### config.mk
export PLATFORM = sky130hd
export DESIGN_NAME = rominit_rx
export DESIGN_NICKNAME = d
export VERILOG_FILES = /design/src/rtl/scv_pkg.sv /design/src/rtl/rominit_range_chk.sv /design/src/rtl/rominit_rx.sv
export SDC_FILE = /design/constraint.sdc
export NUM_CORES = 1
export LEC_CHECK = 0
export ABC_AREA = 1
export BUFFER_PORTS_ARGS = -buffer_cell sky130_fd_sc_hd__buf_2
export CAP_MARGIN = 20
export CORE_ASPECT_RATIO = 1.5
export CORE_MARGIN = 2
export CORE_UTILIZATION = 35
export CTS_CLUSTER_DIAMETER = 80
export CTS_CLUSTER_SIZE = 20
export DETAILED_ROUTE_END_ITERATION = 10
export GPL_TIMING_DRIVEN = 0
export REMOVE_ABC_BUFFERS = 1
export SYNTH_ARGS = -nofsm -noshare
export SYNTH_HDL_FRONTEND = slang
export SYNTH_SLANG_ARGS = --single-unit
### constraint.sdc
create_clock -name CLK -period 3.3 [get_ports CLK]
set_input_delay 0.165 -clock CLK [delete_from_list [all_inputs] [get_ports CLK]]
set_output_delay 0.165 -clock CLK [all_outputs]
set_load 0.01 [all_outputs]
### src/rtl/scv_pkg.sv
// scv_pkg: shared types and constants for the scv console core.
//   mapper_t       - cartridge mapper selection; MAPPER_AUTO picks a mapper from
//                    the cart size class reported by the ROMINIT receiver.
//   cart_class_t   - size class of the last loaded cartridge image.
//   CLASS_K*_MAX   - upper byte-count bounds of each size class.
//   tgt_t          - ROMINIT target memory.
//   rx_state_t     - ROMINIT receiver FSM states.
//   cart_class_f   - maps a byte count onto cart_class_t.
package scv_pkg;

   typedef enum logic [1:0] {
      MAPPER_AUTO   = 2'd0,
      MAPPER_LINEAR = 2'd1,
      MAPPER_BANKED = 2'd2
   } mapper_t;

   typedef enum logic [2:0] {
      CLASS_NONE = 3'd0,
      CLASS_K8   = 3'd1,
      CLASS_K16  = 3'd2,
      CLASS_K32  = 3'd3,
      CLASS_K64  = 3'd4,
      CLASS_K128 = 3'd5
   } cart_class_t;

   localparam logic [31:0] CLASS_K8_MAX  = 32'd8192;
   localparam logic [31:0] CLASS_K16_MAX = 32'd16384;
   localparam logic [31:0] CLASS_K32_MAX = 32'd32768;
   localparam logic [31:0] CLASS_K64_MAX = 32'd65536;

   typedef enum logic [1:0] {
      TGT_BOOT = 2'd0,
      TGT_CHR  = 2'd1,
      TGT_APU  = 2'd2,
      TGT_CART = 2'd3
   } tgt_t;

   typedef enum logic [1:0] {
      ST_IDLE   = 2'd0,
      ST_LOAD   = 2'd1,
      ST_FINISH = 2'd2
   } rx_state_t;

   function automatic cart_class_t cart_class_f(input logic [31:0] size);
      if (size == 32'd0)               return CLASS_NONE;
      else if (size <= CLASS_K8_MAX)   return CLASS_K8;
      else if (size <= CLASS_K16_MAX)  return CLASS_K16;
      else if (size <= CLASS_K32_MAX)  return CLASS_K32;
      else if (size <= CLASS_K64_MAX)  return CLASS_K64;
      else                             return CLASS_K128;
   endfunction

endpackage

### src/rtl/rominit_range_chk.sv
// rominit_range_chk: address range check and highest-accepted-address tracker
// for the ROMINIT receiver.
//   clk, rst_n  - clock, asynchronous active-low reset
//   aw          - address width of the currently selected target
//   addr        - incoming byte address
//   clear       - start of a new session: forget the tracked maximum
//   accept      - the byte at addr is being written this cycle
//   in_range    - addr < 2**aw (combinational)
//   max_addr    - highest accepted address of the session
//   any_acc     - at least one byte accepted in this session
// MAX_W must be the widest target width (the cartridge), so every accepted
// address fits in the tracker.
module rominit_range_chk #(
   parameter int ADDR_W   = 25,
   parameter int AW_SEL_W = 5,
   parameter int MAX_W    = 17
) (
   input  logic                clk,
   input  logic                rst_n,
   input  logic [AW_SEL_W-1:0] aw,
   input  logic [ADDR_W-1:0]   addr,
   input  logic                clear,
   input  logic                accept,
   output logic                in_range,
   output logic [MAX_W-1:0]    max_addr,
   output logic                any_acc
);

   logic [MAX_W-1:0] max_addr_q, max_addr_d;
   logic             any_q, any_d;

   // In range when no bit at or above the target width is set.
   assign in_range = ((addr >> aw) == '0);

   always_comb begin
      max_addr_d = max_addr_q;
      any_d      = any_q;
      if (clear) begin
         max_addr_d = '0;
         any_d      = 1'b0;
      end else if (accept) begin
         any_d = 1'b1;
         if (addr[MAX_W-1:0] > max_addr_q) max_addr_d = addr[MAX_W-1:0];
      end
   end

   always_ff @(posedge clk or negedge rst_n) begin
      if (!rst_n) begin
         max_addr_q <= '0;
         any_q      <= 1'b0;
      end else begin
         max_addr_q <= max_addr_d;
         any_q      <= any_d;
      end
   end

   assign max_addr = max_addr_q;
   assign any_acc  = any_q;

endmodule

### src/rtl/rominit_rx.sv
// rominit_rx: receiving end of the ROMINIT byte stream.
//   CLK, RESB             - clock, asynchronous active-low reset
//   ROMINIT_SEL_*         - target select levels, held for a whole session
//   ROMINIT_ADDR/DATA     - byte address within the target and byte value
//   ROMINIT_VALID         - byte qualifier; one byte per cycle, no backpressure
//                           (there is no ready: a byte with VALID in LOAD is
//                           either written or flagged as an error that cycle)
//   WDATA, *_WE, *_A      - registered write port per target, 1 cycle latency
//   CART_SIZE, CART_CLASS - byte count and size class of the last cart session
//   LOAD_DONE             - one-cycle pulse at the end of a session
//   LOAD_ERR              - sticky error, cleared when the next session starts
//   DBG_STATE             - current FSM state (rx_state_t encoding)
module rominit_rx
   import scv_pkg::*;
#(
   parameter int CART_AW = 17,
   parameter int BOOT_AW = 12,
   parameter int CHR_AW  = 10,
   parameter int APU_AW  = 10
) (
   input  logic               CLK,
   input  logic               RESB,
   input  logic               ROMINIT_SEL_BOOT,
   input  logic               ROMINIT_SEL_CHR,
   input  logic               ROMINIT_SEL_APU,
   input  logic               ROMINIT_SEL_CART,
   input  logic [24:0]        ROMINIT_ADDR,
   input  logic [7:0]         ROMINIT_DATA,
   input  logic               ROMINIT_VALID,
   output logic [7:0]         WDATA,
   output logic               BOOT_WE,
   output logic               CHR_WE,
   output logic               APU_WE,
   output logic               CART_WE,
   output logic [BOOT_AW-1:0] BOOT_A,
   output logic [CHR_AW-1:0]  CHR_A,
   output logic [APU_AW-1:0]  APU_A,
   output logic [CART_AW-1:0] CART_A,
   output logic [CART_AW:0]   CART_SIZE,
   output cart_class_t        CART_CLASS,
   output logic               LOAD_DONE,
   output logic               LOAD_ERR,
   output logic [1:0]         DBG_STATE
);

   logic [3:0]         sel;
   logic [2:0]         sel_cnt;
   tgt_t               sel_tgt;
   logic [3:0]         tgt_mask;
   logic               own_sel;
   logic               other_sel;
   logic [4:0]         aw_sel;
   logic               in_range;
   logic [CART_AW-1:0] max_addr;
   logic               any_acc;
   logic               accept;
   logic               clear_max;
   logic [CART_AW:0]   cart_size_new;

   rx_state_t          state_q, state_d;
   tgt_t               tgt_q, tgt_d;
   logic               err_q, err_d;
   logic               blocked_q, blocked_d;
   logic               done_q, done_d;
   logic [3:0]         we_q, we_d;
   logic [7:0]         wdata_q, wdata_d;
   logic [BOOT_AW-1:0] boot_a_q, boot_a_d;
   logic [CHR_AW-1:0]  chr_a_q, chr_a_d;
   logic [APU_AW-1:0]  apu_a_q, apu_a_d;
   logic [CART_AW-1:0] cart_a_q, cart_a_d;
   logic [CART_AW:0]   cart_size_q, cart_size_d;
   cart_class_t        cart_class_q, cart_class_d;

   // Bit order matches tgt_t so a target indexes its own select bit.
   assign sel     = {ROMINIT_SEL_CART, ROMINIT_SEL_APU, ROMINIT_SEL_CHR, ROMINIT_SEL_BOOT};
   assign sel_cnt = 3'($countones(sel));

   always_comb begin
      case (sel)
         4'b0010: sel_tgt = TGT_CHR;
         4'b0100: sel_tgt = TGT_APU;
         4'b1000: sel_tgt = TGT_CART;
         default: sel_tgt = TGT_BOOT;
      endcase
   end

   always_comb begin
      case (tgt_q)
         TGT_BOOT: aw_sel = 5'(BOOT_AW);
         TGT_CHR:  aw_sel = 5'(CHR_AW);
         TGT_APU:  aw_sel = 5'(APU_AW);
         default:  aw_sel = 5'(CART_AW);
      endcase
   end

   assign tgt_mask  = 4'b0001 << tgt_q;
   assign own_sel   = |(sel & tgt_mask);
   assign other_sel = |(sel & ~tgt_mask);

   // A foreign select during LOAD makes the byte bus ambiguous, so nothing is
   // written while it is high.
   assign accept    = (state_q == ST_LOAD) && ROMINIT_VALID && in_range && !other_sel;
   assign clear_max = (state_q == ST_IDLE) && !blocked_q && (sel_cnt == 3'd1);

   assign cart_size_new = any_acc ? ((CART_AW+1)'(max_addr) + (CART_AW+1)'(1)) : '0;

   rominit_range_chk #(
      .ADDR_W   (25),
      .AW_SEL_W (5),
      .MAX_W    (CART_AW)
   ) u_range_chk (
      .clk      (CLK),
      .rst_n    (RESB),
      .aw       (aw_sel),
      .addr     (ROMINIT_ADDR),
      .clear    (clear_max),
      .accept   (accept),
      .in_range (in_range),
      .max_addr (max_addr),
      .any_acc  (any_acc)
   );

   always_comb begin
      state_d      = state_q;
      tgt_d        = tgt_q;
      err_d        = err_q;
      blocked_d    = blocked_q;
      done_d       = 1'b0;
      we_d         = 4'b0000;
      wdata_d      = wdata_q;
      boot_a_d     = boot_a_q;
      chr_a_d      = chr_a_q;
      apu_a_d      = apu_a_q;
      cart_a_d     = cart_a_q;
      cart_size_d  = cart_size_q;
      cart_class_d = cart_class_q;

      case (state_q)
         ST_IDLE: begin
            // After a select conflict, all selects must go low before a new
            // session can start; otherwise the survivor of a conflict would
            // start a session with a half-presented stream.
            if (sel_cnt == 3'd0) blocked_d = 1'b0;
            if (clear_max) begin
               state_d = ST_LOAD;
               tgt_d   = sel_tgt;
               err_d   = 1'b0;
            end else if (sel_cnt > 3'd1) begin
               err_d     = 1'b1;
               blocked_d = 1'b1;
            end
         end
         ST_LOAD: begin
            if (accept) begin
               we_d    = tgt_mask;
               wdata_d = ROMINIT_DATA;
               case (tgt_q)
                  TGT_BOOT: boot_a_d = ROMINIT_ADDR[BOOT_AW-1:0];
                  TGT_CHR:  chr_a_d  = ROMINIT_ADDR[CHR_AW-1:0];
                  TGT_APU:  apu_a_d  = ROMINIT_ADDR[APU_AW-1:0];
                  default:  cart_a_d = ROMINIT_ADDR[CART_AW-1:0];
               endcase
            end
            if (other_sel || (ROMINIT_VALID && !in_range)) err_d = 1'b1;
            // The byte in the cycle the select drops is still written above.
            if (!own_sel) state_d = ST_FINISH;
         end
         ST_FINISH: begin
            done_d  = 1'b1;
            state_d = ST_IDLE;
            if (tgt_q == TGT_CART) begin
               cart_size_d  = cart_size_new;
               cart_class_d = cart_class_f(32'(cart_size_new));
            end
         end
         default: state_d = ST_IDLE;
      endcase
   end

   always_ff @(posedge CLK or negedge RESB) begin
      if (!RESB) begin
         state_q      <= ST_IDLE;
         tgt_q        <= TGT_BOOT;
         err_q        <= 1'b0;
         blocked_q    <= 1'b0;
         done_q       <= 1'b0;
         we_q         <= 4'b0000;
         wdata_q      <= '0;
         boot_a_q     <= '0;
         chr_a_q      <= '0;
         apu_a_q      <= '0;
         cart_a_q     <= '0;
         cart_size_q  <= '0;
         cart_class_q <= CLASS_NONE;
      end else begin
         state_q      <= state_d;
         tgt_q        <= tgt_d;
         err_q        <= err_d;
         blocked_q    <= blocked_d;
         done_q       <= done_d;
         we_q         <= we_d;
         wdata_q      <= wdata_d;
         boot_a_q     <= boot_a_d;
         chr_a_q      <= chr_a_d;
         apu_a_q      <= apu_a_d;
         cart_a_q     <= cart_a_d;
         cart_size_q  <= cart_size_d;
         cart_class_q <= cart_class_d;
      end
   end

   assign WDATA      = wdata_q;
   assign BOOT_WE    = we_q[0];
   assign CHR_WE     = we_q[1];
   assign APU_WE     = we_q[2];
   assign CART_WE    = we_q[3];
   assign BOOT_A     = boot_a_q;
   assign CHR_A      = chr_a_q;
   assign APU_A      = apu_a_q;
   assign CART_A     = cart_a_q;
   assign CART_SIZE  = cart_size_q;
   assign CART_CLASS = cart_class_q;
   assign LOAD_DONE  = done_q;
   assign LOAD_ERR   = err_q;
   assign DBG_STATE  = state_q;

endmodule

# Word-level counts from Yosys, hierarchy flattened
# Index checks and enable logic that the tools add are counted.
dict set report op_classes {
  n_shift 2
  n_reduce_logical 32
  muxes 26
  add_sub_neg 4
  n_eq_ne 13
  order_cmp 6
  bitwise 4
}
# op n
set ops {}
lappend ops {{$mux 17} 3}
lappend ops {{$logic_not 25->1} 1}
lappend ops {{$shr 25x5->25} 1}
lappend ops {{$add 17x1->18 const B} 1}
lappend ops {{$le 18x14->1 const B} 1}
lappend ops {{$le 18x15->1 const B} 1}
lappend ops {{$le 18x16->1 const B} 1}
lappend ops {{$le 18x17->1 const B} 1}
lappend ops {{$logic_not 18->1} 1}
lappend ops {{$mux 18} 1}
lappend ops {{$gt 17x17->1} 1}
lappend ops {{$reduce_and 3->1} 5}
lappend ops {{$mux 3} 4}
lappend ops {{$mux 1} 10}
lappend ops {{$pmux 5 s2} 1}
lappend ops {{$reduce_and 2->1} 5}
lappend ops {{$and 4x4->4} 2}
lappend ops {{$mux 4} 2}
lappend ops {{$reduce_or 4->1} 2}
lappend ops {{$eq 2x2->1 const B} 3}
lappend ops {{$logic_and 1x1->1} 6}
lappend ops {{$pmux 2 s3} 1}
lappend ops {{$reduce_bool 2->1} 3}
lappend ops {{$add 1x1->2} 2}
lappend ops {{other kinds (22)} 28}
dict set report word_totals {
  output_inout_bits 86
  regBits 107
  word_cells 102
}

# Depth between registers and ports, before layout
# Gate-level depths: netlist of the first run.
dict set report depth {
  depth_word 10
  mapped_depth 20
  depth_no_buf 17
}

# By module
# A second synthesis of the first run with hierarchy kept.
dict set report unflattened {
  hier_cells 865
  area_unflattened_um2 6491.2
}
# module area_each_um2 cells_per_inst seq_area_each_um2 n_inst
set modules_own_cells {}
lappend modules_own_cells {rominit_rx 4408.0 520 2227.1 1}
lappend modules_own_cells {rominit_range_chk 2083.2 345 450.4 1}

# Worst setup path before layout of the first run
# Ideal clock, no wire load.
dict set report synth_path {
  kind {register to register}
  from {reg tgt_q[0]}
  to {reg cart_a_q[0], in the netlist CART_A[0]}
  setup_slack_ns 0.950
  stages_incl_launch_ff 19
  setup_time_ns 0.120
  path_buffers 4
  synth_period_minus_slack_ns 2.350
  arrival_ns 2.230
  required_ns 3.180
  cell_sequence {dfrtp_1 inv_1 ha_1 buf_6 inv_2 buf_6 nand3_1 nand2_1 nand3_1 o21ai_0 nand3_1 nand2_2 nand2_4 inv_6 buf_12 nand3_4 buf_6 nand2_2 o21ai_2}
}
dict set report synth_via {
  elab_chain_len 8
  elab_cells_between_ends 17
  classes_between {2 x eq/ne; 2 x shift; 1 x mux; 3 x bitwise; 9 x reduce/logical}
}
# item line
set synth_lines {}
lappend synth_lines {{from (decl)} rominit_rx.sv:61} ;# tgt_t tgt_q, tgt_d;
lappend synth_lines {{from (signal assigned)} rominit_rx.sv:197} ;# tgt_q <= tgt_d;
lappend synth_lines {{$eq 2x2->1 / $eq 2x1->1 (equally long branches)} {rominit_rx.sv:88, rominit_rx.sv:157}}
lappend synth_lines {{$reduce_or 2->1 (no line)} -}
lappend synth_lines {{$pmux 5 s2} rominit_rx.sv:88} ;# case (tgt_q)
lappend synth_lines {{$shr 25x5->25} rominit_range_chk.sv:33} ;# assign in_range = ((addr >> aw) == '0);
lappend synth_lines {{$logic_not 25->1} rominit_range_chk.sv:33}
lappend synth_lines {{$logic_and 1x1->1 (2 in a row)} rominit_rx.sv:102} ;# assign accept = (state_q == ST_LOAD) && ROMINIT_VALID && in_range && !other_sel;
lappend synth_lines {{$reduce_and 3->1 (no line) (*)} -}
lappend synth_lines {{to (signal assigned)} rominit_rx.sv:206} ;# cart_a_q <= cart_a_d;
lappend synth_lines {{to (decl)} rominit_rx.sv:70} ;# logic [CART_AW-1:0] cart_a_q, cart_a_d;
# Mark *: on every way between the ends. The rest lies on a longest branch, timed or not.
# A chain may end at the register's enable or synchronous reset.

# Worst setup path after layout of the first run
dict set report layout_path {
  from {reg tgt_q[0]}
  to {reg chr_a_q[5], in the netlist CHR_A[5]}
}
dict set report layout_via {
  elab_chain_len 8
  elab_cells_between_ends 15
  classes_between {2 x eq/ne; 2 x shift; 1 x mux; 2 x bitwise; 8 x reduce/logical}
}
# item line
set layout_lines {}
lappend layout_lines {{$eq 2x2->1 / $eq 2x1->1 (equally long branches)} {rominit_rx.sv:88, rominit_rx.sv:157}}
lappend layout_lines {{$reduce_or 2->1 (no line)} -}
lappend layout_lines {{$pmux 5 s2} rominit_rx.sv:88}
lappend layout_lines {{$shr 25x5->25} rominit_range_chk.sv:33}
lappend layout_lines {{$logic_not 25->1} rominit_range_chk.sv:33}
lappend layout_lines {{$logic_and 1x1->1 (2 in a row)} rominit_rx.sv:102}
lappend layout_lines {{$reduce_and 3->1 (no line) (*)} -}
lappend layout_lines {{to (signal assigned)} rominit_rx.sv:204} ;# chr_a_q <= chr_a_d;
lappend layout_lines {{to (decl)} rominit_rx.sv:68} ;# logic [CHR_AW-1:0] chr_a_q, chr_a_d;
# Marks and branches as above.

==> flow_summary.ini, run 1 <==
[power]
switching_share_pct = 40.55
p_leak_nw = 4.139
switching_power_w = 0.001717
combPwrFrac_pct = 35.5
clkPwrFrac_pct = 26.0
power_density_mw_per_mm2 = 580.9
intPower_w = 0.002517
p_seq_share_pct = 38.5
ir_worst_vdd_mv = 0.3504
finalPower_w = 0.004234

[yosys]
synth_seq_area_share_pct = 43.57
synth-seq-cells = 107
syn_inst = 803
synthArstFlopShare_pct = 100.0
synth_area_mm2 = 0.006146
synth_cell_types = 37
avgSynthCellArea_um2 = 7.654
ys_warn_count = 0
synthFlopType = dfrtp_1
synth_edf_count = 0

[floorplan]
floorplan.initialDensity_pct = 35.58
pin_count = 126
dieWidth_um = 112.2
core-area_mm2 = 0.01727
core.rowCount = 59
die-height_um = 166.3
dieArea_mm2 = 0.01866

[worst_setup_path]
critPathTopFamily = simple AND/OR/NAND/NOR gates
endpoint_kind = flop
cp.required_ps = 3540
crit_chain = ha_2, inv_2, nand2_1, nand3_1, nand2_1, nand3_1, o21ai_0, nand3_1, nand2_2, nand2_4, inv_6, nand3_1, o21ai_0
cp-start-kind = flop
worstSetupPathType = reg -> reg
path_max_fanout = 21
ff2ff_setup_slack_ps = 90
crit_arrival_ps = 3460
timing.rr.start = tgt_q[0]
timing.rr.end = CHR_A[5]
ff2ff_path_depth = 13
crit_buf_inv = 2
slowest_delay_ps = 550
cp_slowest_cell = nand3_1
path_common_cell = nand3_1

[timing]
slew_violations = 0
period_needed_ps = 3214
hold_viol = 0
max_freq_mhz = 311.2
setup_viol = 0
finalClockSkew_ps = 8.804
final.period_utilization_pct = 97.38
relSlewSlack_pct = 50.48
fin_setup_tns_ps = 0
grt_setup_unrepaired = yes
tightest_slew_ps = 740.7

[placed_design]
dp_hpwl_mm = 12.34
place_congestion = 0.8634
port_buffers = 125

[drt]
via_per_inst = 4.801
wire_per_inst_um = 14.42
initialDrtViolationCount = 235
ant_nets = 0
vias = 5459
totalWireLength_mm = 16.39
dr.pass1.iters = 5
drc = 0

[worst_hold_path]
hold_class = in -> reg
hold_path.startpoint = ROMINIT_DATA[1]
holdPathEnd = WDATA[1]
min_path_cells = 3

[clocking]
cts_inserted_buffers = 9
cts.path.max_buffers = 2
cts_max_level = 3
path_clk_slew_ps = 80
clockRootBuffer = clkbuf_16
clock-sinks = 107
cts_tree = yes
clk_latency_ps = 360

[run_status]
status = finished, final reports clean

[grt]
overflow = 0
antenna_found_initial = 0
grt_pass1_wl_mm = 26.70
grt_usage_pct = 17.70
grt_max_degree = 56
grt_pass1_vias = 5252

[cells_and_area]
synthToLayoutAreaGrowth_pct = 18.61
final_nets = 988
nFillCells = 1844
diodes = 0
drive_gt1_share_pct = 21.54

[run]
max_cap_violations = 0
worst max-delay path by stage:
stage / start / end / slack, ps / cells past startpoint
detailed placement: tgt_q[0] / u_range_chk.max_addr[2] / -660 / 13
CTS: tgt_q[0] / CHR_A[5] / 20 / 13
global route: tgt_q[0] / APU_A[7] / -210 / 13
floorplan: ROMINIT_SEL_BOOT / u_range_chk.max_addr[0] / 240 / 11
global placement: ROMINIT_SEL_BOOT / u_range_chk.max_addr[15] / -970 / 12
finish: tgt_q[0] / CHR_A[5] / 90 / 13
per-layer routing:
| metal | GRT usage, % | vias to the layer above | routed length, µm |
|---|---|---|---|
| met2 | 32.61 | 97 | 8846 |
| li1 | - | 2808 | - |
| met5 | 0 | - | 0 |
| met3 | 2.993 | 20 | 605 |
| met1 | 20.91 | 2534 | 6662 |
| met4 | 5.090 | 0 | 278 |
worst reg2reg max path, delay by kind of cell, from the launching register on:
family	cells	cell delay [ps]
simple gates	8	1290
compound gates	2	630
fa+ha+maj	1	460
flops	1	430
buf+inv	2	300
what timing repair did:
action / CTS / global route
hold buffers: 1 / 0
setup buffers: 0 / 4
setup endpoints to repair: 37 / 40
gates cloned: 1 / 0
gates resized for setup: 2 / 3
endpoints found under the hold margin: 52 / 0
power by group through the flow:
| stage | Sequential (W) | Combinational (W) | Clock, W |
|---|---|---|---|
| final | 0.00163 | 0.00150 | 0.00110 |
| after global routing | 0.00166 | 0.00175 | 0.00118 |
| after CTS | 0.00163 | 0.00151 | 0.00114 |
| after detailed placement | 0.00165 | 0.00149 | 0 |
| after global placement | 0.00165 | 0.00146 | 0 |
| after floorplan | 0.00161 | 0.00108 | 0 |
final cells by class:
| type | instances | area, µm² | share of cell area [%] |
|---|---|---|---|
| clock inverters | 7 | 82.58 | 1.133 |
| clock buffers | 9 | 225.2 | 3.090 |
| multi-input cells | 567 | 2885 | 39.58 |
| inverters | 100 | 382.9 | 5.252 |
| well taps | 213 | 266.5 | 3.656 |
| repair buffers | 134 | 769.5 | 10.56 |
| flip-flops and latches | 107 | 2678 | 36.73 |
flip-flops by register name, summed over array words and instances (netlist names):
register              cells
DBG_STATE                 2
BOOT_A                   12
CART_A                   17
CHR_A                    10
we_q                      4
CART_CLASS                3
u_range_chk.max_addr     17
WDATA                     8
LOAD_DONE                 1
blocked_q                 1
APU_A                    10
tgt_q                     2
LOAD_ERR                  1
u_range_chk.any_acc       1
CART_SIZE                18
cell families after synthesis:
logic type / synth area share, %
DFF: 43.57
and+or+nand+nor: 29.42
buffers and inverters: 9.792
adders and majority gates: 6.026
AOI/OAI and AO/OA: 11.20
placed cells by master, fill, tap and decap left out, drive strengths merged:
master and n:
nand3 81, fa 1, o2111ai 1, o31ai 1, o21ai 93, nand2 269, dfrtp 107, inv 103
ha 28, nand4 14, o211ai 3, nor2 48, a21boi 1, o2bb2ai 1, buf 133, clkinv 4
nor3 7, a31oi 1, clkbuf 9, nor4 1, a21oi 16, o22ai 1, dlygate4sd3 1
synth_stat cells (all sizes together), types with 3 or more instances:
cell type	instances	area [µm²]
nand2	269	1060
dfrtp	107	2678
inv	100	380.4
o21ai	93	540.5
nand3	81	430.4
nor2	48	190.2
ha	28	350.3
buf	19	168.9
a21oi	16	80.08
nand4	13	81.33
clkbuf	11	52.54
nor3	7	40.04
o211ai	3	22.52
per-stage QoR:
step                      cell area (µm²)  util [%]  std cells  worst slack (ps)  hold WS, ps
final                                7289     42.20       1137             86.38        29.37
after global routing                 7289     42.20       1137            -209.6        27.43
after CTS                            7249     41.97       1133             19.92        21.94
after detailed placement             6920     40.06       1115            -657.2        154.2
after global placement               6817     39.46       1111            -971.7        393.8
after floorplan                      5924         -        773             236.3       -130.6
Power figures use the tool's default switching activity.
==> inputs of run 2 (changes only) <==
--- a/config.mk
+++ b/config.mk
@@ -5,7 +5,7 @@
 export SDC_FILE = /design/constraint.sdc
 export NUM_CORES = 1
 export LEC_CHECK = 0
-export ABC_AREA = 1
+export ABC_AREA = 0
 export BUFFER_PORTS_ARGS = -buffer_cell sky130_fd_sc_hd__buf_2
 export CAP_MARGIN = 20
 export CORE_ASPECT_RATIO = 1.5
@@ -18,4 +18,5 @@
 export REMOVE_ABC_BUFFERS = 1
 export SYNTH_ARGS = -nofsm -noshare
 export SYNTH_HDL_FRONTEND = slang
+export SYNTH_HIERARCHICAL = 1
 export SYNTH_SLANG_ARGS = --single-unit
==> constraint.sdc (replaced) <==
create_clock -name CLK -period 3.2 [get_ports CLK]
set_input_delay 0.16 -clock CLK [delete_from_list [all_inputs] [get_ports CLK]]
set_output_delay 0.16 -clock CLK [all_outputs]
set_load 0.01 [all_outputs]
==> run 2 against run 1 <==
The run now ends with setup timing left. Critical path type unchanged. Synthesized cell count shrank 27%. First-iteration DRC count grew 33%. Design area grew 11%. Area after synthesis grew 0.47%.
==> flow_summary.ini, run 2 <==
[worst_setup_path]
endpoint_kind = flop
ff2ff_setup_slack_ps = -360
timing.rr.start = tgt_q[1]
cp.required_ps = 3480
crit_arrival_ps = 3840
slowest_delay_ps = 420
worstSetupPathType = reg -> reg
cp-start-kind = flop
path_max_fanout = 8
crit_chain = buf_6, ha_4, buf_12, buf_6, and2b_2, a2111oi_4, a22oi_1, o41ai_2, a211oi_2, nor4_2, nand2_1, nor3_4, buf_6, nand3_4, a31oi_4, buf_12, buf_12, mux2i_2
cp_slowest_cell = a2111oi_4
timing.rr.end = u_range_chk/max_addr[6]
ff2ff_path_depth = 18

[worst_hold_path]
min_path_cells = 2
hold_path.startpoint = ROMINIT_DATA[6]
holdPathEnd = WDATA[6]
hold_class = in -> reg

[floorplan]
core-area_mm2 = 0.01735
core.rowCount = 59
floorplan.initialDensity_pct = 35.59
dieArea_mm2 = 0.01874
die-height_um = 166.7
pin_count = 126
dieWidth_um = 112.5

[power]
finalPower_w = 0.004016
ir_worst_vdd_mv = 0.3389
p_leak_nw = 3.871
power_density_mw_per_mm2 = 497.9

[placed_design]
port_buffers = 125
place_inst = 903
dp_hpwl_mm = 11.41
place_congestion = 0.8279

[timing]
relSlewSlack_pct = 37.97
setup_viol = 76
final.period_utilization_pct = 111.3
max_freq_mhz = 280.7
slew_violations = 0
hold_viol = 0
tightest_slew_ps = 929.4
fin_ws_ps = -362.9
fin_setup_tns_ps = -18370
grt_setup_unrepaired = yes
whs_ps = 19.54
period_needed_ps = 3563
finalClockSkew_ps = 7.718

[yosys]
synthTopCellsByCount = 107 x dfrtp_1, 60 x mux2_2, 47 x nand2_1
synth_edf_count = 0
synthFlopType = dfrtp_1
synth_seq_area_share_pct = 43.36
syn_inst = 589
synth-seq-cells = 107
yosys.area.top_type = dfrtp_1
yosysMostFrequentCell = dfrtp_1
synth_cell_types = 75
synthArstFlopShare_pct = 100.0
synth_area_mm2 = 0.006175
ys_warn_count = 6
avgSynthCellArea_um2 = 10.48
synth_area_leaders = dfrtp_1 43%, mux2_2 11%, ha_1 5.5%
synth_top_area_share_pct = 43.36

[clocking]
clockRootBuffer = clkbuf_16
cts_inserted_buffers = 9
cts.path.max_buffers = 2
cts_max_level = 3
path_clk_slew_ps = 80
clk_latency_ps = 370
clock-sinks = 107
cts_tree = yes

[drt]
totalWireLength_mm = 17.50
ant_nets = 0
drc = 0
wire_per_inst_um = 18.31
initialDrtViolationCount = 312
via_per_inst = 5.361
vias = 5125
dr.pass1.iters = 5

[cells_and_area]
synthToLayoutAreaGrowth_pct = 30.62
diodes = 0
fin_util_pct = 46.49
final_cell_mix = 124 x buf_2, 106 x dfrtp_1, 58 x mux2_2
layout_commonest_cell = buf_2
final_nets = 806
largest_register_ffs = 18
drive_gt1_share_pct = 40.11
fin_cells = 956

[grt]
overflow = 0
grt_usage_pct = 18.46
grt_pass1_vias = 5200
antenna_found_initial = 0
grt_pass1_wl_mm = 27.28
grt_max_degree = 63

[run_status]
violations = setup timing
status = finished with violations

[run]
max_cap_violations = 0
[run 2: cell count changes after synthesis, sizes merged, moves of 6 or more]
cell	change
nand2	-222
xnor2	+7
nand3	-70
inv	-59
nor2b	+8
nor2	-23
nor4	+6
mux2i	+27
mux2	+63
o21ai	-66
nand2b	+41
xor2	+10
a211oi	+7
[run 2: worst max-delay path by stage]
stage	from	end	slack, ps	depth (start not counted)
after floorplan	tgt_q[0]	u_range_chk/max_addr[0]	-2290	12
after global placement	tgt_q[0]	u_range_chk/max_addr[14]	-3890	12
after CTS	tgt_q[0]	u_range_chk/max_addr[6]	-300	17
final	tgt_q[1]	u_range_chk/max_addr[6]	-360	18
after global routing	tgt_q[1]	u_range_chk/max_addr[12]	-470	18
after detailed placement	tgt_q[0]	u_range_chk/max_addr[12]	-1670	15
[run 2: layout make-up]
type                            count  area [µm²]
Multi-Input combinational cell    416        3541
Clock buffer                        9       225.2
Tap cell                          213       266.5
Clock inverter                      7       93.84
Fill cell                        1582        9283
Sequential cell                   107        2679
Inverter                           42       158.9
Timing Repair Buffer              162        1101
[run 2: repair_timing]
action / CTS / global route
setup buffers: 41 / 6
cloned: 4 / 2
hold endpoints to repair: 61 / 0
hold buffers: 1 / 0
endpoints found under the setup margin: 80 / 80
pin swaps: 16 / 12
gates resized for setup: 59 / 24
[run 2: worst max-delay path: cells and delay by family (launching register included)]
kind | cells | cell delay [ps]
buf+inv | 6 | 770
mux | 1 | 220
compound gates | 5 | 1120
flops | 1 | 370
simple gates | 5 | 820
fa+ha+maj | 1 | 180
[run 2: cells by family after synthesis]
logic type      Yosys count  synth area share, %
mux                      90                15.99
simple gates            180                15.89
xor+xnor                 17                2.411
buf+inv                  70                5.025
flops                   107                43.36
fa+ha+maj                28                5.795
compound gates           97                11.53
[run 2: through the flow]
step                      cell area, µm²  setup slack, ps
final                               8065           -362.9
after global routing                8065           -471.8
after CTS                           7966           -304.1
after detailed placement            6997            -1668
after global placement              6914            -3885
after floorplan                     6022            -2293
[run 2: report_power, final]
part | internal [W] | total [W] | switching [W] | leakage (nW)
Sequential | 0.00138 | 0.00141 | 0.0000305 | 1.48
Combinational | 0.000629 | 0.00141 | 0.000776 | 2.24
Clock | 0.000629 | 0.00120 | 0.000569 | 0.153
[run 2: layer usage]
| metal | share of wire [%] | track usage, % | vias to the layer above |
|---|---|---|---|
| met5 | 0 | 0 | - |
| met4 | 2.9 | 8.271 | 0 |
| met3 | 3.7 | 2.984 | 26 |
| met2 | 54 | 33.89 | 138 |
| met1 | 39 | 20.71 | 2553 |
| li1 | - | - | 2408 |
==> inputs of run 3 (changes only) <==
==> constraint.sdc (replaced) <==
create_clock -name CLK -period 4.2 [get_ports CLK]
set_input_delay 0.21 -clock CLK [delete_from_list [all_inputs] [get_ports CLK]]
set_output_delay 0.21 -clock CLK [all_outputs]
set_load 0.01 [all_outputs]
==> run 3 against run 2 <==
Highest routed layer unchanged. Worst setup slack improved by 670 ps. Total power decreased by 32%. Clock power decreased by 25%. The run now ends clean.
==> flow_summary.ini, run 3 (same netlist as run 2, synthesis figures left out) <==
[grt]
grt_pass1_vias = 4883
antenna_found_initial = 0
grt_max_degree = 63
grt_pass1_wl_mm = 24.90
grt_usage_pct = 16.77
overflow = 0

[clocking]
clock-sinks = 107
cts_max_level = 3
clockRootBuffer = clkbuf_16
cts_tree = yes
path_clk_slew_ps = 80
cts.path.max_buffers = 2
clk_latency_ps = 360
cts_inserted_buffers = 9

[cells_and_area]
final_nets = 772
nFillCells = 1645
synthToLayoutAreaGrowth_pct = 19.88
seq_area_mm2 = 0.002678
diodes = 0
largest_register_ffs = 18
fin_cells = 922
final_cell_mix = 124 x buf_2, 107 x dfrtp_1, 60 x mux2_2
multiInputGateArea_mm2 = 0.003243
drive_gt1_share_pct = 33.43
layout_commonest_cell = buf_2

[power]
power_density_mw_per_mm2 = 367.3
switching_share_pct = 32.52
p_leak_nw = 3.610
finalPower_w = 0.002719
intPower_w = 0.001835
p_seq_share_pct = 39.6
combPwrFrac_pct = 27.1
switching_power_w = 0.0008841
ir_worst_vdd_mv = 0.2800
clkPwrFrac_pct = 33.3

[drt]
dr.pass1.iters = 4
initialDrtViolationCount = 304
vias = 4848
ant_nets = 0
wire_per_inst_um = 16.99
via_per_inst = 5.258
drc = 0
totalWireLength_mm = 15.66

[worst_setup_path]
timing.rr.start = tgt_q[0]
timing.rr.end = u_range_chk/max_addr[12]
path_common_cell = buf_8
endpoint_kind = flop
worstSetupPathType = reg -> reg
cp-start-kind = flop
crit_arrival_ps = 4180
path_max_fanout = 24
slowest_delay_ps = 420
ff2ff_path_depth = 15
cp_slowest_cell = dfrtp_1
ff2ff_setup_slack_ps = 310
cp.required_ps = 4480
crit_chain = ha_4, buf_8, mux2_1, nor3_1, nor2_1, a211oi_2, a221oi_1, nor4_2, nand2_1, nor3_2, buf_6, nand3_1, a31oi_4, buf_8, mux2i_1

[floorplan]
pin_count = 126
dieArea_mm2 = 0.01874
floorplan.initialDensity_pct = 35.59
core-area_mm2 = 0.01735
dieWidth_um = 112.5
core.rowCount = 59
die-height_um = 166.7

[timing]
setup_viol = 0
finalClockSkew_ps = 7.737
period_needed_ps = 3895
final.period_utilization_pct = 92.74
tightest_slew_ps = 911.2
max_freq_mhz = 256.7
relSlewSlack_pct = 39.11
hold_viol = 0
grt_setup_unrepaired = no
slew_violations = 0

[run]
max_cap_violations = 0

[worst_hold_path]
holdPathEnd = WDATA[6]
hold_path.startpoint = ROMINIT_DATA[6]
hold_class = in -> reg
min_path_cells = 2

[placed_design]
place_congestion = 0.8279
dp_hpwl_mm = 11.41
place_inst = 903
port_buffers = 125

[run_status]
status = finished, final reports clean
==> run 3: cell count changes in the layout (fill, tap and decap cells not counted), moves of 3 or more <==
cell,delta
buf_12,-5
buf_4,-17
buf_6,-4
inv_1,+3
inv_2,-3
mux2_4,-3
nand2_1,+3
nand2_8,-8
==> run 3: routing by layer <==
metal | vias up | wire [µm] | global-route usage [%]
met5 | - | 0 | 0
li1 | 2328 | - | -
met3 | 24 | 606 | 3.057
met2 | 113 | 8372 | 30.30
met1 | 2383 | 6273 | 19.08
met4 | 0 | 410 | 7.423
==> run 3: repair_timing <==
item                                   CTS  global route
setup endpoints to repair               68            56
buffers inserted                         1             1
endpoints found under the hold margin   61             0
hold buffers                             1             0
pin swaps                                0             1
resized for setup                        4             4
==> run 3: layout make-up <==
type	instances	share of cell area (%)
Clock inverter	7	1.268
Multi-Input combinational cell	412	43.81
Clock buffer	9	3.043
Timing Repair Buffer	132	9.973
Tap cell	213	3.600
Inverter	42	2.130
Sequential cell	107	36.17
==> run 3: power groups by stage <==
stage | combinational (W) | clock, W | sequential, W
final | 0.000738 | 0.000904 | 0.00108
after global routing | 0.000800 | 0.000980 | 0.00108
after CTS | 0.000699 | 0.000929 | 0.00107
after detailed placement | 0.000669 | 0 | 0.00109
after global placement | 0.000639 | 0 | 0.00109
after floorplan | 0.000470 | 0 | 0.00110
==> run 3: worst max path at each step <==
| stage | start | endpoint | slack [ps] | cells after the start |
|---|---|---|---|---|
| 4_1_cts | tgt_q[0] | CART_A[1] | -7 | 12 |
| 6_report | tgt_q[0] | u_range_chk/max_addr[12] | 310 | 15 |
| 5_1_grt | tgt_q[0] | u_range_chk/max_addr[12] | 40 | 15 |
| 2_1_floorplan | tgt_q[0] | u_range_chk/max_addr[0] | -1290 | 12 |
| 3_3_place_gp | tgt_q[0] | u_range_chk/max_addr[14] | -2890 | 12 |
| 3_5_place_dp | tgt_q[0] | u_range_chk/max_addr[12] | -670 | 15 |
==> run 3: worst max-delay path: cells and delay by family (launching register included) <==
family                   cells  cell delay (ps)
AO/OA/AOI/OAI                3              740
buffers and inverters        3              650
adder cells (fa/ha/maj)      1              270
AND/OR/NAND/NOR              6             1150
multiplexers                 2              570
flip-flops                   1              420
==> run 3: through the flow <==
step                instance area (µm²)  TNS (ps)  utilization (%)  setup slack, ps  hold WS (ps)
global route                       7402         0            42.67            42.47         67.38
global placement                   6914   -167550            39.86            -2885         442.7
floorplan                          6022    -47140                -            -1293        -85.59
detailed placement                 6997    -25740            40.33           -667.6         355.1
CTS                                7370    -17.66            42.48           -6.609         62.22
finish                             7402         0            42.67            305.1         76.34
